$ cat config.mk
export PLATFORM = sky130hd
export DESIGN_NAME = fifo_wr_arbiter
export DESIGN_NICKNAME = d
export VERILOG_FILES = /design/src/rtl/fifo_wr_arbiter.sv
export SDC_FILE = /design/constraint.sdc
export NUM_CORES = 1
export LEC_CHECK = 0
export ABC_AREA = 1
export CAP_MARGIN = 0
export CORE_UTILIZATION = 45
export CTS_BUF_LIST = sky130_fd_sc_hd__clkbuf_8
export CTS_CLUSTER_SIZE = 12
export DETAILED_ROUTE_END_ITERATION = 7
export PLACE_DENSITY_LB_ADDON = 0.15
export SETUP_SLACK_MARGIN = 0.5
export SYNTH_ARGS = -nofsm -noshare
export SYNTH_HDL_FRONTEND = slang
export SYNTH_SLANG_ARGS = --single-unit
$ cat constraint.sdc
create_clock -name clk_in -period 2.4 [get_ports clk_in]
set_clock_uncertainty 0.15 [all_clocks]
set_input_delay 0.48 -clock clk_in [delete_from_list [all_inputs] [get_ports clk_in]]
set_output_delay 0.48 -clock clk_in [all_outputs]
set_load 0.01 [all_outputs]
$ cat src/rtl/fifo_wr_arbiter.sv
// Round-robin arbiter sharing one async-FIFO write port among N burst requesters.
// Define FIFO_WR_ARB_STATS_EN to add the word_cnt/stall_cnt statistics outputs.
module fifo_wr_arbiter #(
  parameter int unsigned WIDTH     = 4,
  parameter int unsigned N         = 4,
  parameter int unsigned MAX_BURST = 8,
  localparam int unsigned OW = (N > 1) ? $clog2(N) : 1,
  localparam int unsigned CW = (MAX_BURST < 1) ? 1 : $clog2(MAX_BURST + 1)
) (
  input  logic                 clk_in,
  input  logic                 reset,
  input  logic [N-1:0]         req,
  input  logic [N*WIDTH-1:0]   wdata_in,
  input  logic [N-1:0]         last,
  input  logic                 fifo_full,
  output logic                 fifo_wr_rq,
  output logic [WIDTH-1:0]     fifo_wdata,
  output logic [N-1:0]         gnt,
  output logic [N-1:0]         ack,
  output logic [OW-1:0]        owner,
`ifdef FIFO_WR_ARB_STATS_EN
  output logic [N*16-1:0]      word_cnt,
  output logic [15:0]          stall_cnt,
`endif
  output logic                 busy
);

  if (MAX_BURST < 1) begin : g_bad_max_burst
    $error("fifo_wr_arbiter: MAX_BURST must be >= 1");
  end
  if (N < 2 || N > 8) begin : g_bad_n
    $error("fifo_wr_arbiter: N must be in 2..8");
  end

  typedef enum logic [0:0] {StArb, StBurst} state_e;

  state_e           r_state, w_state_d;
  logic [N-1:0]     r_gnt, w_gnt_d;
  logic [OW-1:0]    r_owner, w_owner_d;
  logic [OW-1:0]    r_ptr, w_ptr_d;
  logic [CW-1:0]    r_cnt, w_cnt_d;
  logic [OW-1:0]    w_sel;
  logic             w_busy, w_own_req, w_own_last, w_accept, w_burst_end;

  // First set request strictly after the pointer, wrapping at N-1.
  function automatic logic [OW-1:0] rr_pick(input logic [N-1:0] r, input logic [OW-1:0] p);
    logic [OW-1:0] idx;
    logic [OW-1:0] pick;
    logic          hit;
    idx  = p;
    pick = '0;
    hit  = 1'b0;
    for (int unsigned k = 0; k < N; k++) begin
      idx = (idx == OW'(N - 1)) ? '0 : idx + OW'(1);
      if (!hit && r[idx]) begin
        hit  = 1'b1;
        pick = idx;
      end
    end
    return pick;
  endfunction

  assign w_sel      = rr_pick(req, r_ptr);
  assign w_busy     = (r_state == StBurst);
  assign w_own_req  = req[r_owner];
  assign w_own_last = last[r_owner];
  // A word presented while reset is asserted is never written.
  assign w_accept   = w_busy & w_own_req & ~fifo_full & ~reset;
  assign w_burst_end = ~w_own_req |
                       (w_accept & (w_own_last | (r_cnt == CW'(MAX_BURST - 1))));

  always_comb begin
    w_state_d = r_state;
    w_gnt_d   = r_gnt;
    w_owner_d = r_owner;
    w_ptr_d   = r_ptr;
    w_cnt_d   = r_cnt;
    unique case (r_state)
      StArb: begin
        if (|req) begin
          w_state_d = StBurst;
          w_owner_d = w_sel;
          w_ptr_d   = w_sel;
          w_gnt_d   = N'(1) << w_sel;
          w_cnt_d   = '0;
        end
      end
      StBurst: begin
        if (w_accept) begin
          w_cnt_d = r_cnt + CW'(1);
        end
        if (w_burst_end) begin
          w_state_d = StArb;
          w_gnt_d   = '0;
        end
      end
      default: w_state_d = StArb;
    endcase
  end

  always_ff @(posedge clk_in) begin
    if (reset) begin
      r_state <= StArb;
      r_gnt   <= '0;
      r_owner <= '0;
      r_ptr   <= OW'(N - 1);
      r_cnt   <= '0;
    end else begin
      r_state <= w_state_d;
      r_gnt   <= w_gnt_d;
      r_owner <= w_owner_d;
      r_ptr   <= w_ptr_d;
      r_cnt   <= w_cnt_d;
    end
  end

  assign fifo_wr_rq = w_accept;
  assign ack        = w_accept ? r_gnt : '0;
  assign fifo_wdata = (w_busy && !reset) ? wdata_in[r_owner*WIDTH +: WIDTH] : '0;
  assign gnt        = r_gnt;
  assign owner      = r_owner;
  assign busy       = w_busy;

`ifdef FIFO_WR_ARB_STATS_EN
  logic [N*16-1:0] r_word_cnt;
  logic [15:0]     r_stall_cnt;
  logic            w_stall;

  assign w_stall = w_busy & w_own_req & fifo_full;

  always_ff @(posedge clk_in) begin
    if (reset) begin
      r_word_cnt  <= '0;
      r_stall_cnt <= '0;
    end else begin
      for (int unsigned i = 0; i < N; i++) begin
        if (ack[i]) begin
          r_word_cnt[i*16 +: 16] <= r_word_cnt[i*16 +: 16] + 16'd1;
        end
      end
      if (w_stall && (r_stall_cnt != 16'hFFFF)) begin
        r_stall_cnt <= r_stall_cnt + 16'd1;
      end
    end
  end

  assign word_cnt  = r_word_cnt;
  assign stall_cnt = r_stall_cnt;
`endif

endmodule

# After elaboration in Yosys (flattened, before gate mapping)
# Cells that the tools add are included.
[totals]
wordCells = 81
ff_bits = 13
in_bits = 27
[classes]
n_addsub = 5
n_shift = 2
reduce_logical = 12
muxes = 34
bitwise_logic = 10
n_eq_ne = 8
magnitude_cmp = 5
[ops]
columns = ["cell", "count"]
rows = [
  ["$mux W4", 6],
  ["$mux W2", 8],
  ["$pmux W4 S2", 2],
  ["$shiftx A16 B5 Y4", 1],
  ["$lt A2 B3 Y1 const B", 5],
  ["$bmux W1 S2", 6],
  ["$mux W1", 11],
  ["$add A2 B1 Y2 const B", 4],
  ["$eq A2 B2 Y1 const B", 4],
  ["$reduce_and A2 Y1", 3],
  ["$add A4 B1 Y4 const B", 1],
  ["$and A1 B1 Y1", 4],
  ["$eq A4 B3 Y1 const B", 1],
  ["$logic_and A1 B1 Y1", 4],
  ["$logic_not A1 Y1", 4],
  ["$ne A2 B1 Y1 const B", 2],
  ["$not A1 Y1", 4],
  ["$reduce_or A4 Y1", 1],
  ["$shl A1 B2 Y4 const A", 1],
  ["$ne A2 B2 Y1 const B", 1],
  ["$or A1 B1 Y1", 2],
  ["$pmux W1 S2", 1],
]

# Longest topological paths before layout
# Gate-level depths: netlist (run 1).
[logic_depth]
depth_word = 17
mapped_depth = 13
ltp_nobuf = 13

# Worst setup path after synthesis (run 1)
# OpenSTA, ideal clock, no wires.
[synth_timing]
path_kind = "in2out"
startpoint = "in reset"
endpoint = "out ack[0]"
stages = 6
path_slack_ns = 0.476
arrival_time_ns = 1.294
cell_sequence = "buf_2 > nor2_1 > inv_2 > nor2_1 > nand3_2 > nor2_1"
[synth_via]
elab_chain_len = 3
[synth_rtl]
columns = ["element", "line_no", "text"]
rows = [
  ["from (decl)", "11", "input logic reset,"],
  ["$not A1 Y1", "68", "assign w_accept = w_busy & w_own_req & ~fifo_full & ~reset;"],
  ["$and A1 B1 Y1", "68", ""],
  ["$mux W4", "118", "assign ack = w_accept ? r_gnt : '0;"],
  ["to (decl)", "19", "output logic [N-1:0] ack,"],
]
# Every way passes these cells.

# Worst setup path after layout (run 1)
[layout_timing]
startpoint = "in reset"
endpoint = "out ack[2]"
# Same word-level chain as after synthesis.

==> impl_metrics.json, run 1 <==
{
  "status": "complete, no violations",
  "clock-sinks": 13,
  "wire_per_inst_um": 17.1,
  "grt_pass1_wl_um": 5760,
  "fin_crit_sh_pct": 87.3,
  "cts_tree": "done",
  "cp-start-kind": "input pin",
  "routed_wirelength_um": 5040,
  "grt_antenna_before_repair": 0,
  "synth_area_leaders": "dfxtp_1, nand2_1, nor2_1",
  "cp_cell_sequence": "buf_4, nor2_4, inv_2, nor2_2, nand3_2, buf_6, nor2_1, buf_2",
  "die_area_sq_um": 2710,
  "max_stage_delay_ns": 0.17,
  "coreArea_sq_um": 2300,
  "clk_latency_ns": 0.24,
  "crit_family": "buffers and inverters",
  "required_ns": 1.77,
  "finalNonFillerCells": 295,
  "synth_nets": 223,
  "place_area_sq_um": 1660,
  "syn2layout_area_growth_pct": 83.6,
  "irDropWorstVdd_uv": 1440,
  "top_usage_layer": "met2",
  "synth_cells": 194,
  "cts_buffers": 3,
  "dr.pass1.iters": 7,
  "cp.arrival_ns": 1.47,
  "fp.dieH_um": 52.1,
  "layout-drive-gt1-share_pct": 46.8,
  "hp-class": "reg2reg",
  "htreeDepth": 1,
  "rsz0062_at_grt": "true",
  "synth.avg_cell_area_sq_um": 5.82,
  "min_period_ns": 2.10,
  "max_freq_ghz": 0.477,
  "fin_hold_ws_ns": 0.349,
  "gp_congestion": 0.791,
  "met2_usage_pct": 51.5,
  "gr-total-overflow": 0,
  "dp_slack_ns": -0.393,
  "grt_pass1_vias": 1437,
  "maxSlewHeadroom_pct": 79.8,
  "drv_slew": 0,
  "critPathKind": "in2out",
  "seq_area_frac_synth_pct": 23.1,
  "finalWorstSetupSlack_ns": 0.304,
  "clk_pin_slew_ns": 0.06,
  "grt_use_met3_pct": 7.60,
  "crit_slowest_cell": "buf_6",
  "yosys_warnings": 0,
  "start_util_pct": 49.1,
  "final_antenna_net_count": 0,
  "final_cell_area_sq_um": 2070,
  "clk_path_buf_depth": 2,
  "end_kind": "primary output",
  "synth.distinct_cells": 24,
  "p_leak_nw": 0.987,
  "hold_violations": 0,
  "num_rows": 17,
  "ios": 43,
  "cts-root-buf": "clkbuf_8",
  "grt_max_degree": 10,
  "netlist_area_sq_um": 1130,
  "path_max_fanout": 4,
  "fp.dieW_um": 52.1,
  "dp_hpwl_um": 2550,
  "setup_viol": 0,
  "r2r_slack_ns": 0.34,
  "antennaDiodeCount": 0,
  "use_met1_pct": 30.6,
  "critPathBufInv": 4,
  "drt_iter0_drc": 95,
  "yosys_register_bits": 13,
  "worstMarginPinSlew_ns": 0.302,
  "viasPerCell": 5.84,
  "finalSetupTns_ns": 0,
  "port-buffer-count": 42,
  "yosysTopAreaCellShare_pct": 23.1,
  "grt_usage_pct": 28.1,
  "num_vias": 1724,
  "yosys.area.top_type": "dfxtp_1",
  "max-cap-violations": 0,
  "fin_nets": 297,
  "drc": 0,
  "place_inst": 274,
  "cellPowerDensity_nw_per_um2": 1480
}
## cell usage after synthesis, drive strengths merged
library cell	n
and3	1
dfxtp	13
nand2	65
nor2	30
a211oi	1
ha	2
buf	4
inv	22
a31oi	1
o21ai	15
a21oi	18
nand3	19
o211a	1
nand4	1
o211ai	1
## tightest hold or removal path, delay by kind of cell, from the launching register on
kind	cells	cell delay [ns]
simple gates	1	0.09
compound gates	1	0.05
flops	1	0.32
## worst paths after layout
kind,startpoint,endpoint,cells after the start
setup / recovery,reset,ack[2],8
hold / removal,gnt[1]$_SDFFE_PP0P_,gnt[1]$_SDFFE_PP0P_,2
setup reg to reg,r_ptr[0]$_SDFFE_PP1P_,gnt[3]$_SDFFE_PP0P_,11
hold reg to reg,gnt[1]$_SDFFE_PP0P_,gnt[1]$_SDFFE_PP0P_,2
## sequential cells by signal, summed over array words and instances, names as in the netlist
register  count
busy          1
r_cnt         4
owner         2
gnt           4
r_ptr         2
## cell usage in the layout (no fill, tap or decap), types with 2 or more instances in the layout
cell,n
a21oi_1,8
a21oi_2,10
buf_2,9
buf_4,28
buf_6,4
clkbuf_8,3
clkdlybuf4s15_1,2
clkdlybuf4s15_2,2
clkdlybuf4s50_1,16
dfxtp_1,8
dfxtp_2,3
dfxtp_4,2
dlygate4sd2_1,12
inv_1,14
inv_2,7
nand2_1,38
nand2_2,19
nand2_4,8
nand3_1,5
nand3_2,10
nand3_4,4
nor2_1,22
nor2_2,2
nor2_4,6
o21ai_0,3
o21ai_1,8
o21ai_2,4
## cell type report
type                       instances  area [sq um]
clock inverter                     1          3.75
timing repair buffer              73           608
inverter                          22          88.8
multi-input combinational        155          1020
sequential                        13           272
fill                             102           225
clock buffer                       3          41.3
tap                               28          35.0
## cell families (layout without fill, tap and decap cells)
kind of cell | count (synthesis) | count (layout) | share of synthesized area (%)
AOI/OAI and AO/OA | 37 | 37 | 17.7
DFF | 13 | 13 | 23.1
adders and majority gates | 2 | 2 | 2.22
and+or+nand+nor | 116 | 116 | 47.3
buffers and inverters | 26 | 99 | 9.64
## report_power, final
group | switching (mW) | internal, mW | total [mW]
clock | 0.0810 | 0.113 | 0.194
sequential | 0.0888 | 0.292 | 0.381
combinational | 1.50 | 0.983 | 2.49
total | 1.67 | 1.39 | 3.06
## metrics by stage
step                util [%]  power (mW)
floorplan                  -        1.36
global placement        72.4        1.69
detailed placement      72.4        1.75
CTS                     79.4        2.15
global route            90.2        3.18
finish                  90.2        3.06
## routing by layer
| layer | part of all wire [%] | vias up |
|---|---|---|
| li1 | - | 773 |
| met3 | 9.0 | 46 |
| met1 | 36 | 775 |
| met5 | 0 | - |
| met4 | 7.2 | 0 |
| met2 | 48 | 130 |
## timing repair
action                     4_1_cts  5_1_grt
pin swaps                       25       29
setup endpoints to repair       24       19
gates resized for setup         98       56
setup buffers                   10        7
hold buffers                     0        0
hold endpoints to repair         0        0
No activity file was read; power rests on OpenSTA's default activity.
==> inputs of run 2 (changes only) <==
Settings changed: PLACE_DENSITY set to 0.84, PLACE_DENSITY_LB_ADDON 0.15 to unset.
==> run 2 against run 1 <==
  * Worst hold slack improved by 0.0023 ns
  * Worst setup slack got worse by 0.020 ns
  * Non-clock buffer count did not move
  * Critical path depth fell by 1
  * Via count rose by 12%
  * Sequential cell count did not move
  * Highest routed layer unchanged
  * Sequential power barely moved
  * Critical path type is now reg2out
  * Clock power rose by 10%
==> impl_metrics.json, run 2 (same netlist as run 1, synthesis figures left out) <==
{
  "clk_pin_slew_ns": 0.07,
  "clk_path_buf_depth": 2,
  "p_seq_share_pct": 11.5,
  "min_path_cells": 2,
  "final_cell_area_sq_um": 2180,
  "worstMarginPinSlew_ns": 0.267,
  "max-cap-violations": 0,
  "reg2reg_depth": 13,
  "cts_hold_buffers": 0,
  "status": "complete, no violations",
  "critPathBufInv": 3,
  "finalNonFillerCells": 296,
  "place_inst": 274,
  "cts-root-buf": "clkbuf_8",
  "rr_startpoint": "r_ptr[0]$_SDFFE_PP1P_",
  "setup_viol": 0,
  "routed_wirelength_um": 6200,
  "syn2layout_area_growth_pct": 93.6,
  "wire_per_inst_um": 20.9,
  "drc": 0,
  "grt_usage_pct": 29.7,
  "critPathKind": "reg2out",
  "dp_hpwl_um": 2230,
  "port-buffer-count": 42,
  "crit_top_cell": "nor2_1",
  "fin_crit_sh_pct": 88.1,
  "cts_buffers": 3,
  "crit_family": "flip-flops",
  "required_ns": 1.77,
  "grt_pass1_wl_um": 6020,
  "die_area_sq_um": 2710,
  "hold_violations": 0,
  "end_kind": "primary output",
  "grt_pass1_vias": 1359,
  "clk_latency_ns": 0.26,
  "timing.rr.end": "gnt[0]$_SDFFE_PP0P_",
  "cellPowerDensity_nw_per_um2": 1520,
  "hp-start": "gnt[2]$_SDFFE_PP0P_",
  "hold_end": "gnt[2]$_SDFFE_PP0P_",
  "irDropWorstVdd_uv": 1420,
  "combPwrFrac_pct": 82.1,
  "clock-sinks": 13,
  "maxSlewHeadroom_pct": 82.2,
  "layout_common_cells": "nand2_1, buf_4, nand2_2",
  "cp_cell_sequence": "buf_12, buf_16, nor2_1, nor2_1, o21ai_1, a21oi_1, buf_2",
  "max_freq_ghz": 0.473,
  "antennaDiodeCount": 0,
  "clockPowerShare_pct": 6.5,
  "multi_input_area_sq_um": 1070,
  "cp.arrival_ns": 1.49,
  "switching_share_pct": 55.0,
  "power_mw": 3.31,
  "drt_iter0_drc": 180,
  "num_rows": 17,
  "ios": 43,
  "switchingPower_mw": 1.82,
  "coreArea_sq_um": 2300,
  "cp-start-kind": "flip-flop",
  "min_period_ns": 2.12,
  "gp_congestion": 0.804,
  "final_common_cell": "nand2_1",
  "start_util_pct": 49.1,
  "num_vias": 1925,
  "fp.dieW_um": 52.1,
  "path_max_fanout": 6,
  "drv_slew": 0,
  "layout-drive-gt1-share_pct": 50.0,
  "seq_area_sq_um": 274,
  "place_area_sq_um": 1660,
  "p_leak_nw": 0.996,
  "grt_antenna_before_repair": 0,
  "n_fill_cell": 69,
  "fp.dieH_um": 52.1,
  "cts_tree": "done",
  "htreeDepth": 1,
  "max_stage_delay_ns": 0.41,
  "fin_nets": 298,
  "rsz0062_at_grt": "true",
  "gr-total-overflow": 0,
  "dr.pass1.iters": 6,
  "r2r_slack_ns": 0.33,
  "final_antenna_net_count": 0,
  "crit_slowest_cell": "dfxtp_4",
  "utilization_pct": 95.1,
  "p_int_mw": 1.49,
  "grt_max_degree": 10,
  "hp-class": "reg2reg",
  "viasPerCell": 6.50
}
==> run 2: power by group through the flow <==
stage / clock network [mW] / logic, mW / registers [mW]
after floorplan: 0 / 1.02 / 0.342
after global placement: 0 / 1.37 / 0.338
after detailed placement: 0 / 1.39 / 0.338
after CTS: 0.197 / 1.66 / 0.362
after global routing: 0.227 / 2.84 / 0.382
final: 0.214 / 2.72 / 0.380
==> run 2: layer usage <==
metal  routed length [um]  track usage (%)
met1                 1990             36.1
met2                 2800             51.3
met3                  777             6.73
met4                  627             9.01
met5                    0                0
==> run 2: cell type report <==
cell class	count	area share (%)
Sequential cell	13	12.5
Multi-Input combinational cell	155	49.1
Tap cell	28	1.60
Clock inverter	1	0.172
Timing Repair inverter	1	0.344
Timing Repair Buffer	73	30.1
Inverter	22	4.24
Clock buffer	3	1.89
==> run 2: what timing repair did <==
item,4_1_cts,5_1_grt
gates resized for setup,103,70
pin swaps,32,36
hold endpoints to repair,0,0
endpoints found under the setup margin,23,19
setup buffers,7,8
gates cloned,2,1
==> run 2: worst reg2reg max path: stages (launching register included) <==
cell and delay [ns]:
dfxtp_4 0.37, ha_4 0.18, nor2_4 0.15, buf_12 0.16
nand2_2 0.06, nand2_2 0.10, nand2_1 0.11, nand2_2 0.13
nor2_4 0.07, nand2_2 0.11, nand3_2 0.08, nand2_2 0.09
nand3_2 0.09, a21oi_2 0.16
==> run 2: how the worst max path moves through the flow <==
stage	from	to	slack (ns)	depth (start not counted)
CTS	owner[0]$_SDFFE_PP0P_	ack[3]	0.43	6
global placement	req[0]	ack[3]	-0.32	7
floorplan	reset	ack[0]	0.48	6
detailed placement	req[0]	ack[3]	-0.33	7
global route	r_ptr[0]$_SDFFE_PP1P_	gnt[0]$_SDFFE_PP0P_	0.16	13
finish	owner[0]$_SDFFE_PP0P_	fifo_wdata[0]	0.28	7
==> run 2: stage by stage <==
step / setup TNS (ns) / setup slack, ns / hold slack [ns]
2_1_floorplan: 0 / 0.476 / 0.295
3_3_place_gp: -2.25 / -0.319 / 0.311
3_5_place_dp: -2.33 / -0.330 / 0.319
4_1_cts: 0 / 0.426 / 0.331
5_1_grt: 0 / 0.158 / 0.369
6_report: 0 / 0.285 / 0.352
